`src/rtl/mc_pkg.sv`:
```
// Shared encodings for the multi-cycle MIPS control unit: opcodes, ALU codes,
// datapath mux selects, FSM states and the bundled control word.
package mc_pkg;

    localparam logic [2:0] ALU_ADD = 3'b001;
    localparam logic [2:0] ALU_SUB = 3'b010;
    localparam logic [2:0] ALU_AND = 3'b011;
    localparam logic [2:0] ALU_OR  = 3'b100;
    localparam logic [2:0] ALU_XOR = 3'b101;
    localparam logic [2:0] ALU_LUI = 3'b110;
    localparam logic [2:0] ALU_SLT = 3'b111;

    localparam logic [5:0] OP_RTYPE = 6'b000000;
    localparam logic [5:0] OP_ADDIU = 6'b001001;
    localparam logic [5:0] OP_ORI   = 6'b001101;
    localparam logic [5:0] OP_LUI   = 6'b001111;
    localparam logic [5:0] OP_LW    = 6'b100011;
    localparam logic [5:0] OP_SW    = 6'b101011;
    localparam logic [5:0] OP_BEQ   = 6'b000100;
    localparam logic [5:0] OP_J     = 6'b000010;

    localparam logic [5:0] FN_ADDU = 6'b100001;
    localparam logic [5:0] FN_SUBU = 6'b100011;
    localparam logic [5:0] FN_AND  = 6'b100100;
    localparam logic [5:0] FN_OR   = 6'b100101;
    localparam logic [5:0] FN_XOR  = 6'b100110;
    localparam logic [5:0] FN_SLT  = 6'b101010;

    localparam logic [1:0] SRCB_REGB   = 2'b00;
    localparam logic [1:0] SRCB_FOUR   = 2'b01;
    localparam logic [1:0] SRCB_IMM    = 2'b10;
    localparam logic [1:0] SRCB_IMM_SH = 2'b11;

    localparam logic [1:0] PCSRC_ALU    = 2'b00;
    localparam logic [1:0] PCSRC_ALUOUT = 2'b01;
    localparam logic [1:0] PCSRC_JUMP   = 2'b10;

    typedef enum logic [3:0] {
        S_FETCH   = 4'd0,
        S_DECODE  = 4'd1,
        S_EXE_R   = 4'd2,
        S_EXE_I   = 4'd3,
        S_MEM_ADR = 4'd4,
        S_MEM_RD  = 4'd5,
        S_MEM_WR  = 4'd6,
        S_WB_ALU  = 4'd7,
        S_WB_MEM  = 4'd8,
        S_BRANCH  = 4'd9,
        S_JUMP    = 4'd10
    } state_e;

    typedef struct packed {
        logic       mem_req;
        logic       iord;
        logic       mem_wr;
        logic       ir_wr;
        logic       pc_wr;
        logic       pc_wr_cond;
        logic [1:0] pc_src;
        logic       src_a;
        logic [1:0] src_b;
        logic       ext_op;
        logic [2:0] alu_ctr;
        logic       reg_wr;
        logic       reg_dst;
        logic       mem_to_reg;
        logic       illegal;
    } ctrl_t;

    // Quiescent control word: no strobes, muxes at 0, ALU left on add.
    function automatic ctrl_t ctrl_idle();
        ctrl_t c;
        c         = '0;
        c.alu_ctr = ALU_ADD;
        return c;
    endfunction

endpackage

```
`src/rtl/mc_ctrl_if.sv`:
```
// Unified instruction/data memory handshake between the controller and memory.
interface mc_ctrl_if;
    logic mem_req;
    logic IorD;
    logic MemWr;
    logic mem_rdy;

    modport master (output mem_req, IorD, MemWr, input mem_rdy);
    modport slave  (input mem_req, IorD, MemWr, output mem_rdy);
endinterface

```
`src/rtl/mc_alu_dec.sv`:
```
// ALU control decode: maps state + op/funct to ALUctr/ExtOp and flags
// instructions the core does not implement.
module mc_alu_dec
    import mc_pkg::*;
(
    input  state_e     state_i,
    input  logic [5:0] op_i,
    input  logic [5:0] funct_i,
    output logic [2:0] alu_ctr_o,
    output logic       ext_op_o,
    output logic       legal_o
);

    logic [2:0] fn_ctr;
    logic       fn_ok;

    always_comb begin
        fn_ctr = ALU_ADD;
        fn_ok  = 1'b1;
        case (funct_i)
            FN_ADDU: fn_ctr = ALU_ADD;
            FN_SUBU: fn_ctr = ALU_SUB;
            FN_AND:  fn_ctr = ALU_AND;
            FN_OR:   fn_ctr = ALU_OR;
            FN_XOR:  fn_ctr = ALU_XOR;
            FN_SLT:  fn_ctr = ALU_SLT;
            default: fn_ok  = 1'b0;
        endcase
    end

    always_comb begin
        case (op_i)
            OP_RTYPE:                     legal_o = fn_ok;
            OP_ADDIU, OP_ORI, OP_LUI,
            OP_LW, OP_SW, OP_BEQ, OP_J:   legal_o = 1'b1;
            default:                      legal_o = 1'b0;
        endcase
    end

    always_comb begin
        alu_ctr_o = ALU_ADD;
        ext_op_o  = 1'b0;
        case (state_i)
            S_DECODE, S_MEM_ADR: ext_op_o = 1'b1;
            S_EXE_R:             alu_ctr_o = fn_ctr;
            S_EXE_I: begin
                case (op_i)
                    OP_ADDIU: ext_op_o  = 1'b1;
                    OP_ORI:   alu_ctr_o = ALU_OR;
                    OP_LUI:   alu_ctr_o = ALU_LUI;
                    default:  alu_ctr_o = ALU_ADD;
                endcase
            end
            S_BRANCH:            alu_ctr_o = ALU_SUB;
            default:             alu_ctr_o = ALU_ADD;
        endcase
    end

endmodule

```
`src/rtl/mc_ctrl.sv`:
```
// Multi-cycle MIPS control FSM: sequences fetch/decode/execute/memory/writeback,
// drives the datapath controls and counts retired instructions.
module mc_ctrl
    import mc_pkg::*;
#(
    parameter int CNT_W = 32
) (
    input  logic             clk,
    input  logic             rst,
    input  logic [5:0]       op,
    input  logic [5:0]       funct,
    input  logic             zero,
    mc_ctrl_if.master        mem,
    output logic             IRWr,
    output logic             PCWr,
    output logic             PCWrCond,
    output logic [1:0]       PCSrc,
    output logic             ALUSrcA,
    output logic [1:0]       ALUSrcB,
    output logic             ExtOp,
    output logic [2:0]       ALUctr,
    output logic             RegWr,
    output logic             RegDst,
    output logic             MemtoReg,
    output logic             illegal,
    output logic [CNT_W-1:0] retired
);

    state_e           state_q, state_d;
    logic [CNT_W-1:0] retired_q, retired_d;
    logic             retire;
    logic [2:0]       dec_alu;
    logic             dec_ext;
    logic             legal;
    ctrl_t            c, c_out;

    // The datapath gates PC on zero via PCWrCond; the controller never needs it.
    logic unused_zero;
    assign unused_zero = zero;

    mc_alu_dec u_alu_dec (
        .state_i   (state_q),
        .op_i      (op),
        .funct_i   (funct),
        .alu_ctr_o (dec_alu),
        .ext_op_o  (dec_ext),
        .legal_o   (legal)
    );

    always_comb begin
        state_d = state_q;
        retire  = 1'b0;
        case (state_q)
            S_FETCH:  if (mem.mem_rdy) state_d = S_DECODE;
            S_DECODE: begin
                if (!legal) begin
                    state_d = S_FETCH;
                end else begin
                    case (op)
                        OP_RTYPE:                 state_d = S_EXE_R;
                        OP_ADDIU, OP_ORI, OP_LUI: state_d = S_EXE_I;
                        OP_LW, OP_SW:             state_d = S_MEM_ADR;
                        OP_BEQ:                   state_d = S_BRANCH;
                        OP_J:                     state_d = S_JUMP;
                        default:                  state_d = S_FETCH;
                    endcase
                end
            end
            S_EXE_R, S_EXE_I: state_d = S_WB_ALU;
            S_MEM_ADR:        state_d = (op == OP_SW) ? S_MEM_WR : S_MEM_RD;
            S_MEM_RD:         if (mem.mem_rdy) state_d = S_WB_MEM;
            S_MEM_WR: begin
                if (mem.mem_rdy) begin
                    state_d = S_FETCH;
                    retire  = 1'b1;
                end
            end
            S_WB_ALU, S_WB_MEM, S_BRANCH, S_JUMP: begin
                state_d = S_FETCH;
                retire  = 1'b1;
            end
            default: state_d = S_FETCH;
        endcase
        retired_d = retire ? retired_q + {{(CNT_W-1){1'b0}}, 1'b1} : retired_q;
    end

    always_ff @(posedge clk) begin
        if (rst) begin
            state_q   <= S_FETCH;
            retired_q <= '0;
        end else begin
            state_q   <= state_d;
            retired_q <= retired_d;
        end
    end

    always_comb begin
        c         = ctrl_idle();
        c.alu_ctr = dec_alu;
        c.ext_op  = dec_ext;
        case (state_q)
            S_FETCH: begin
                c.mem_req = 1'b1;
                c.src_b   = SRCB_FOUR;
                c.pc_src  = PCSRC_ALU;
                c.ir_wr   = mem.mem_rdy;
                c.pc_wr   = mem.mem_rdy;
            end
            S_DECODE: begin
                c.src_b   = SRCB_IMM_SH;
                c.illegal = !legal;
            end
            S_EXE_R: begin
                c.src_a = 1'b1;
                c.src_b = SRCB_REGB;
            end
            S_EXE_I, S_MEM_ADR: begin
                c.src_a = 1'b1;
                c.src_b = SRCB_IMM;
            end
            S_WB_ALU: begin
                c.reg_wr  = 1'b1;
                c.reg_dst = (op == OP_RTYPE);
            end
            S_MEM_RD: begin
                c.mem_req = 1'b1;
                c.iord    = 1'b1;
            end
            S_MEM_WR: begin
                c.mem_req = 1'b1;
                c.iord    = 1'b1;
                c.mem_wr  = 1'b1;
            end
            S_WB_MEM: begin
                c.reg_wr     = 1'b1;
                c.mem_to_reg = 1'b1;
            end
            S_BRANCH: begin
                c.src_a      = 1'b1;
                c.src_b      = SRCB_REGB;
                c.pc_wr_cond = 1'b1;
                c.pc_src     = PCSRC_ALUOUT;
            end
            S_JUMP: begin
                c.pc_wr  = 1'b1;
                c.pc_src = PCSRC_JUMP;
            end
            default: c = ctrl_idle();
        endcase
        // Reset must suppress writes from whatever state the FSM was in.
        c_out = rst ? ctrl_idle() : c;
    end

    assign mem.mem_req = c_out.mem_req;
    assign mem.IorD    = c_out.iord;
    assign mem.MemWr   = c_out.mem_wr;
    assign IRWr        = c_out.ir_wr;
    assign PCWr        = c_out.pc_wr;
    assign PCWrCond    = c_out.pc_wr_cond;
    assign PCSrc       = c_out.pc_src;
    assign ALUSrcA     = c_out.src_a;
    assign ALUSrcB     = c_out.src_b;
    assign ExtOp       = c_out.ext_op;
    assign ALUctr      = c_out.alu_ctr;
    assign RegWr       = c_out.reg_wr;
    assign RegDst      = c_out.reg_dst;
    assign MemtoReg    = c_out.mem_to_reg;
    assign illegal     = c_out.illegal;
    assign retired     = retired_q;

endmodule

```
`src/flat_wrapper.sv`:
```
// flat-port wrapper written by rule: the top's interface ports become plain ports
module mc_ctrl_flat import mc_pkg::*;
#(
    parameter int CNT_W = 32
)
  (clk, rst, op, funct, zero, IRWr, PCWr, PCWrCond, PCSrc, ALUSrcA, ALUSrcB, ExtOp, ALUctr, RegWr, RegDst, MemtoReg, illegal, retired, mem_mem_req, mem_IorD, mem_MemWr, mem_mem_rdy);
  mc_ctrl_if mem_i ();
  input  logic clk;
  input  logic rst;
  input  logic [5:0] op;
  input  logic [5:0] funct;
  input  logic zero;
  output logic IRWr;
  output logic PCWr;
  output logic PCWrCond;
  output logic [1:0] PCSrc;
  output logic ALUSrcA;
  output logic [1:0] ALUSrcB;
  output logic ExtOp;
  output logic [2:0] ALUctr;
  output logic RegWr;
  output logic RegDst;
  output logic MemtoReg;
  output logic illegal;
  output logic [CNT_W-1:0] retired;
  output wire logic [$bits(mem_i.mem_req)-1:0] mem_mem_req;
  output wire logic [$bits(mem_i.IorD)-1:0] mem_IorD;
  output wire logic [$bits(mem_i.MemWr)-1:0] mem_MemWr;
  input wire logic [$bits(mem_i.mem_rdy)-1:0] mem_mem_rdy;
  assign mem_mem_req = mem_i.mem_req;
  assign mem_IorD = mem_i.IorD;
  assign mem_MemWr = mem_i.MemWr;
  assign mem_i.mem_rdy = mem_mem_rdy;
  mc_ctrl #(.CNT_W(CNT_W)) u_core (.clk(clk), .rst(rst), .op(op), .funct(funct), .zero(zero), .mem(mem_i), .IRWr(IRWr), .PCWr(PCWr), .PCWrCond(PCWrCond), .PCSrc(PCSrc), .ALUSrcA(ALUSrcA), .ALUSrcB(ALUSrcB), .ExtOp(ExtOp), .ALUctr(ALUctr), .RegWr(RegWr), .RegDst(RegDst), .MemtoReg(MemtoReg), .illegal(illegal), .retired(retired));
endmodule
```
`config.mk`:
```
export PLATFORM = sky130hd
export DESIGN_NAME = mc_ctrl_flat
export DESIGN_NICKNAME = d
export VERILOG_FILES = /design/src/rtl/mc_pkg.sv /design/src/rtl/mc_ctrl_if.sv /design/src/rtl/mc_alu_dec.sv /design/src/rtl/mc_ctrl.sv /design/src/flat_wrapper.sv
export SDC_FILE = /design/constraint.sdc
export NUM_CORES = 1
export LEC_CHECK = 0
export ABC_AREA = 0
export CAP_MARGIN = 10
export CORE_MARGIN = 2
export CORE_UTILIZATION = 53
export CTS_CLUSTER_SIZE = 25
export DETAILED_ROUTE_END_ITERATION = 8
export GPL_TIMING_DRIVEN = 0
export PLACE_DENSITY_LB_ADDON = 0.25
export SLEW_MARGIN = 10
export SYNTH_ARGS = -nofsm -noshare
export SYNTH_HDL_FRONTEND = slang
export SYNTH_SLANG_ARGS = --single-unit
```
`constraint.sdc`:
```
create_clock -name clk -period 4.43 [get_ports clk]
set_input_delay 0.886 -clock clk [delete_from_list [all_inputs] [get_ports clk]]
set_output_delay 0.886 -clock clk [all_outputs]
set_load 0.01 [all_outputs]
```
==> impl_results.html <==
<table>
<tr><th>Metric</th><th>Value</th></tr>
<tr><th colspan="2">Final layout</th></tr>
<tr><td>Number of inserted diodes</td><td>0</td></tr>
<tr><td>Post-route design area</td><td>between 3000 and 4000 um2</td></tr>
<tr><td>Post-layout instance count excluding filler cells</td><td>around 480</td></tr>
<tr><td>Nets</td><td>roughly 430</td></tr>
<tr><td>Layout overhead on the synthesized area</td><td>31.2%</td></tr>
<tr><td>Fraction of final layout cells sized beyond drive strength 1</td><td>0.105</td></tr>
<tr><th colspan="2">Clock tree</th></tr>
<tr><td>Clock sinks</td><td>36</td></tr>
<tr><td>Number of buffers created by CTS</td><td>5</td></tr>
<tr><td>Clock transition time at the flip-flop clock pins of the worst setup and hold paths</td><td>0.08 ns</td></tr>
<tr><td>Buffer cell driving the clock tree root</td><td>clkbuf_8</td></tr>
<tr><td>Maximum count of clock buffers along a single path</td><td>2</td></tr>
<tr><td>Post-CTS Hold Buffers</td><td>0</td></tr>
<tr><td>Total of cells resized after clock tree synthesis</td><td>0</td></tr>
<tr><td>H-tree depth reported by CTS</td><td>2</td></tr>
<tr><td>Clock latency at the later pin of the worst-skew pair</td><td>0.29 ns</td></tr>
<tr><td>TritonCTS clock tree</td><td>done</td></tr>
<tr><td>Setup bufs post-CTS</td><td>0</td></tr>
<tr><th colspan="2">Yosys</th></tr>
<tr><td>Fraction of synthesized cell area taken by the top area cell type</td><td>0.277</td></tr>
<tr><td>Library cell with the largest summed area after synthesis</td><td>dfxtp_1</td></tr>
<tr><td>Post-synthesis cell area</td><td>about 2600 um2</td></tr>
<tr><td>Synthesis-stage register bit count</td><td>36</td></tr>
<tr><td>Syn_nets</td><td>between 300 and 400</td></tr>
<tr><td>Count of flip-flops with a built-in enable after synthesis</td><td>0</td></tr>
<tr><td>Post-Syn Area per Cell</td><td>roughly 7.7 um2</td></tr>
<tr><td>Synth top area cells</td><td>dfxtp_1 (28%), mux2_2 (7.8%), nor2b_1 (5.8%), nor4_1 (5.0%), nor2_1 (4.9%)</td></tr>
<tr><td>Yosys warning count</td><td>0</td></tr>
<tr><td>Number of instances in the synthesized netlist</td><td>340</td></tr>
<tr><td>Distinct cell type count of the synthesized netlist</td><td>49</td></tr>
<tr><td>Most used flip-flop cell after synthesis</td><td>dfxtp_1</td></tr>
<tr><td>List of most frequent post-synthesis cells</td><td>dfxtp_1 (36), nor2_1 (34), nor2b_1 (24)</td></tr>
<tr><td>Proportion of synthesized flip-flops having asynchronous set or reset</td><td>0</td></tr>
<tr><td>Share of synthesized area occupied by flip-flops and latches</td><td>0.277</td></tr>
<tr><td>Leading cell type by number of instances after synthesis</td><td>dfxtp_1</td></tr>
<tr><th colspan="2">Timing</th></tr>
<tr><td>Final period utilization</td><td>0.889</td></tr>
<tr><td>Finish-stage setup viols</td><td>0</td></tr>
<tr><td>Fin. max-slew vios</td><td>0</td></tr>
<tr><td>Worst setup slack after layout</td><td>around 0.49 ns</td></tr>
<tr><td>Clock skew</td><td>about 0.0038 ns</td></tr>
<tr><td>Final setup TNS</td><td>0 ns</td></tr>
<tr><td>Min Tclk post-route</td><td>between 3 and 4 ns</td></tr>
<tr><td>Hold violation total from the final report</td><td>0</td></tr>
<tr><td>Highest achievable clock rate</td><td>254 MHz</td></tr>
<tr><td>Worst Max-Slew Pin Slew</td><td>~0.52 ns</td></tr>
<tr><td>RSZ-0062 raised after global routing</td><td>false</td></tr>
<tr><td>Worst slew margin relative to its limit</td><td>0.652</td></tr>
<tr><th colspan="2">Setup path</th></tr>
<tr><td>Maximum fanout encountered on the critical timing path</td><td>10</td></tr>
<tr><td>Critical Path Sink Type</td><td>primary output</td></tr>
<tr><td>Critical Path Slowest Stage Cell</td><td>clkdlybuf4s50_1</td></tr>
<tr><td>Setup CP Type</td><td>input port to primary output</td></tr>
<tr><td>Delay of the slowest critical-path stage</td><td>0.53 ns</td></tr>
<tr><td>Most common cell type on the critical path</td><td>clkbuf_1</td></tr>
<tr><td>CP Data Arrival Time</td><td>between 3 and 4 ns</td></tr>
<tr><td>Critical Path Start Type</td><td>input port</td></tr>
<tr><td>CP cell instances</td><td>clkbuf_1 &gt; clkbuf_1 &gt; clkbuf_1 &gt; buf_1 &gt; nor2_1 &gt; clkdlybuf4s50_1</td></tr>
<tr><td>Required time of the critical path</td><td>between 3 and 4 ns</td></tr>
<tr><th colspan="2">Global routing</th></tr>
<tr><td>Via count of the first global-routing pass</td><td>between 2000 and 3000</td></tr>
<tr><td>Aggregate global routing overflow</td><td>0</td></tr>
<tr><td>Number of antenna violations at the first check in global routing</td><td>0</td></tr>
<tr><td>GRT Resource Usage Total</td><td>0.285</td></tr>
<tr><td>Maximum number of pins on one net before global-route repair</td><td>12</td></tr>
<tr><td>First-pass GRT wire length</td><td>between 10000 and 15000 um</td></tr>
<tr><th colspan="2">Die</th></tr>
<tr><td>Core Area</td><td>roughly 4700 um2</td></tr>
<tr><td>Overall die area</td><td>approximately 5500 um2</td></tr>
<tr><td>Effective utilization at floorplan</td><td>0.551</td></tr>
<tr><td>Die extent in y</td><td>74.1 um</td></tr>
<tr><td>I/O pin cnt</td><td>67</td></tr>
<tr><td>Site Rows</td><td>25</td></tr>
<tr><td>Die Wd</td><td>74.1 um</td></tr>
<tr><th colspan="2">Route</th></tr>
<tr><td>Total Wirelength</td><td>approximately 7600 um</td></tr>
<tr><td>DR pass1 iterations</td><td>5</td></tr>
<tr><td>Per-cell via count in the routed design</td><td>about 6.1</td></tr>
<tr><td>Remaining routing DRC violations</td><td>0</td></tr>
<tr><td>Drt initial violations</td><td>a little over 200</td></tr>
<tr><td>Count of nets left with antenna violations after detail routing</td><td>0</td></tr>
<tr><td>Overall via count from detail_route</td><td>just under 3000</td></tr>
<tr><td>Detailed-route wire length per cell</td><td>15.9 um</td></tr>
<tr><th colspan="2">Placed design</th></tr>
<tr><td>Port Buffers</td><td>62</td></tr>
<tr><td>Post-detail-place hpwl</td><td>around 5500 um</td></tr>
<tr><td>Number of cells in the design after placement</td><td>469</td></tr>
<tr><td>GPL Wtd Cong</td><td>0.889</td></tr>
<tr><td>Total cell area at the placement stage</td><td>3310 um2</td></tr>
<tr><td>Pre-CTS worst setup slack</td><td>around 0.53 ns</td></tr>
<tr><th colspan="2">Pwr</th></tr>
<tr><td>Static leakage</td><td>between 1 and 1.5 nW</td></tr>
<tr><td>Largest vdd supply drop</td><td>~0.15 mV</td></tr>
<tr><td>PwrDens</td><td>roughly 210 nW/um2</td></tr>
<tr><th colspan="2">Min path</th></tr>
<tr><td>Worst hold path type</td><td>register to register</td></tr>
<tr><th colspan="2">Run status</th></tr>
<tr><td>Outcome</td><td>completed</td></tr>
<tr><th colspan="2">Flow run</th></tr>
<tr><td># Max-Cap Violations</td><td>0</td></tr>
</table>
==> power breakdown <==
group	total (mW)	internal [mW]	switching, mW
Clock	0.295	0.167	0.127
Sequential	0.325	0.325	0.000550
Combinational	0.0924	0.0391	0.0533
Total	0.712	0.531	0.181
==> flip-flops by register name, indices dropped and copies added, names as in the netlist <==
register	flops
u_core.retired	32
u_core.state_q	4
==> worst paths after layout <==
kind,from,to,slack (ns),depth (start not counted)
max,rst,ALUSrcA,0.49,6
min,u_core.retired[8],u_core.retired[8],0.52,2
max reg2reg,u_core.retired[18],u_core.retired[30],2.28,5
min reg2reg,u_core.retired[8],u_core.retired[8],0.52,2
==> per-stage QoR <==
stage | total power, mW | hold slack (ns) | util
after floorplan | 0.384 | 0.516 | -
after global placement | 0.422 | 0.491 | 0.700
after detailed placement | 0.424 | 0.510 | 0.700
after CTS | 0.709 | 0.520 | 0.723
after global routing | 0.734 | 0.544 | 0.723
final | 0.712 | 0.520 | 0.723
==> placed cells by master (no fill, tap or decap), types with 7 or more instances in the layout <==
master	count
nor4_1	21
clkdlybuf4s50_1	62
inv_1	9
nor3_1	13
dfxtp_1	36
mux2_2	18
clkbuf_1	20
and3_1	8
nor2b_1	24
nand4_1	9
o21ai_0	9
o31ai_1	12
or4_1	11
nor2_1	34
a21oi_1	21
nand3_1	8
nand2b_1	7
nand2_1	19
==> critical path, delay by kind of cell <==
family	cells	cell delay [ns]
and+or+nand+nor	1	0.11
buffers and inverters	5	2.05
==> layer usage <==
layer / part of all wire / wire length [um] / global-route usage
met3: 0.071 / 540 / 0.0799
met1: 0.44 / 3320 / 0.348
met5: 0 / 0 / 0
met2: 0.48 / 3610 / 0.470
met4: 0.015 / 114 / 0.121
==> cell families after synthesis <==
kind of cell               synth area share
adders and majority gates           0.00865
AOI/OAI and AO/OA                     0.144
and+or+nand+nor                       0.407
muxes                                0.0856
DFF                                   0.277
buffers and inverters                0.0639
xor gates and xnor gates             0.0135
==> cell type report <==
| type | count | area [um2] |
|---|---|---|
| Clock buffer | 6 | 72.6 |
| Clock inverter | 2 | 35.0 |
| Inverter | 9 | 33.8 |
| Buffer | 29 | 133 |
| Fill cell | 387 | 1310 |
| Tap cell | 67 | 83.8 |
| Sequential cell | 36 | 721 |
| Timing Repair Buffer | 62 | 621 |
| Multi-Input combinational cell | 266 | 1720 |
No activity file was read; power rests on OpenSTA's default activity.
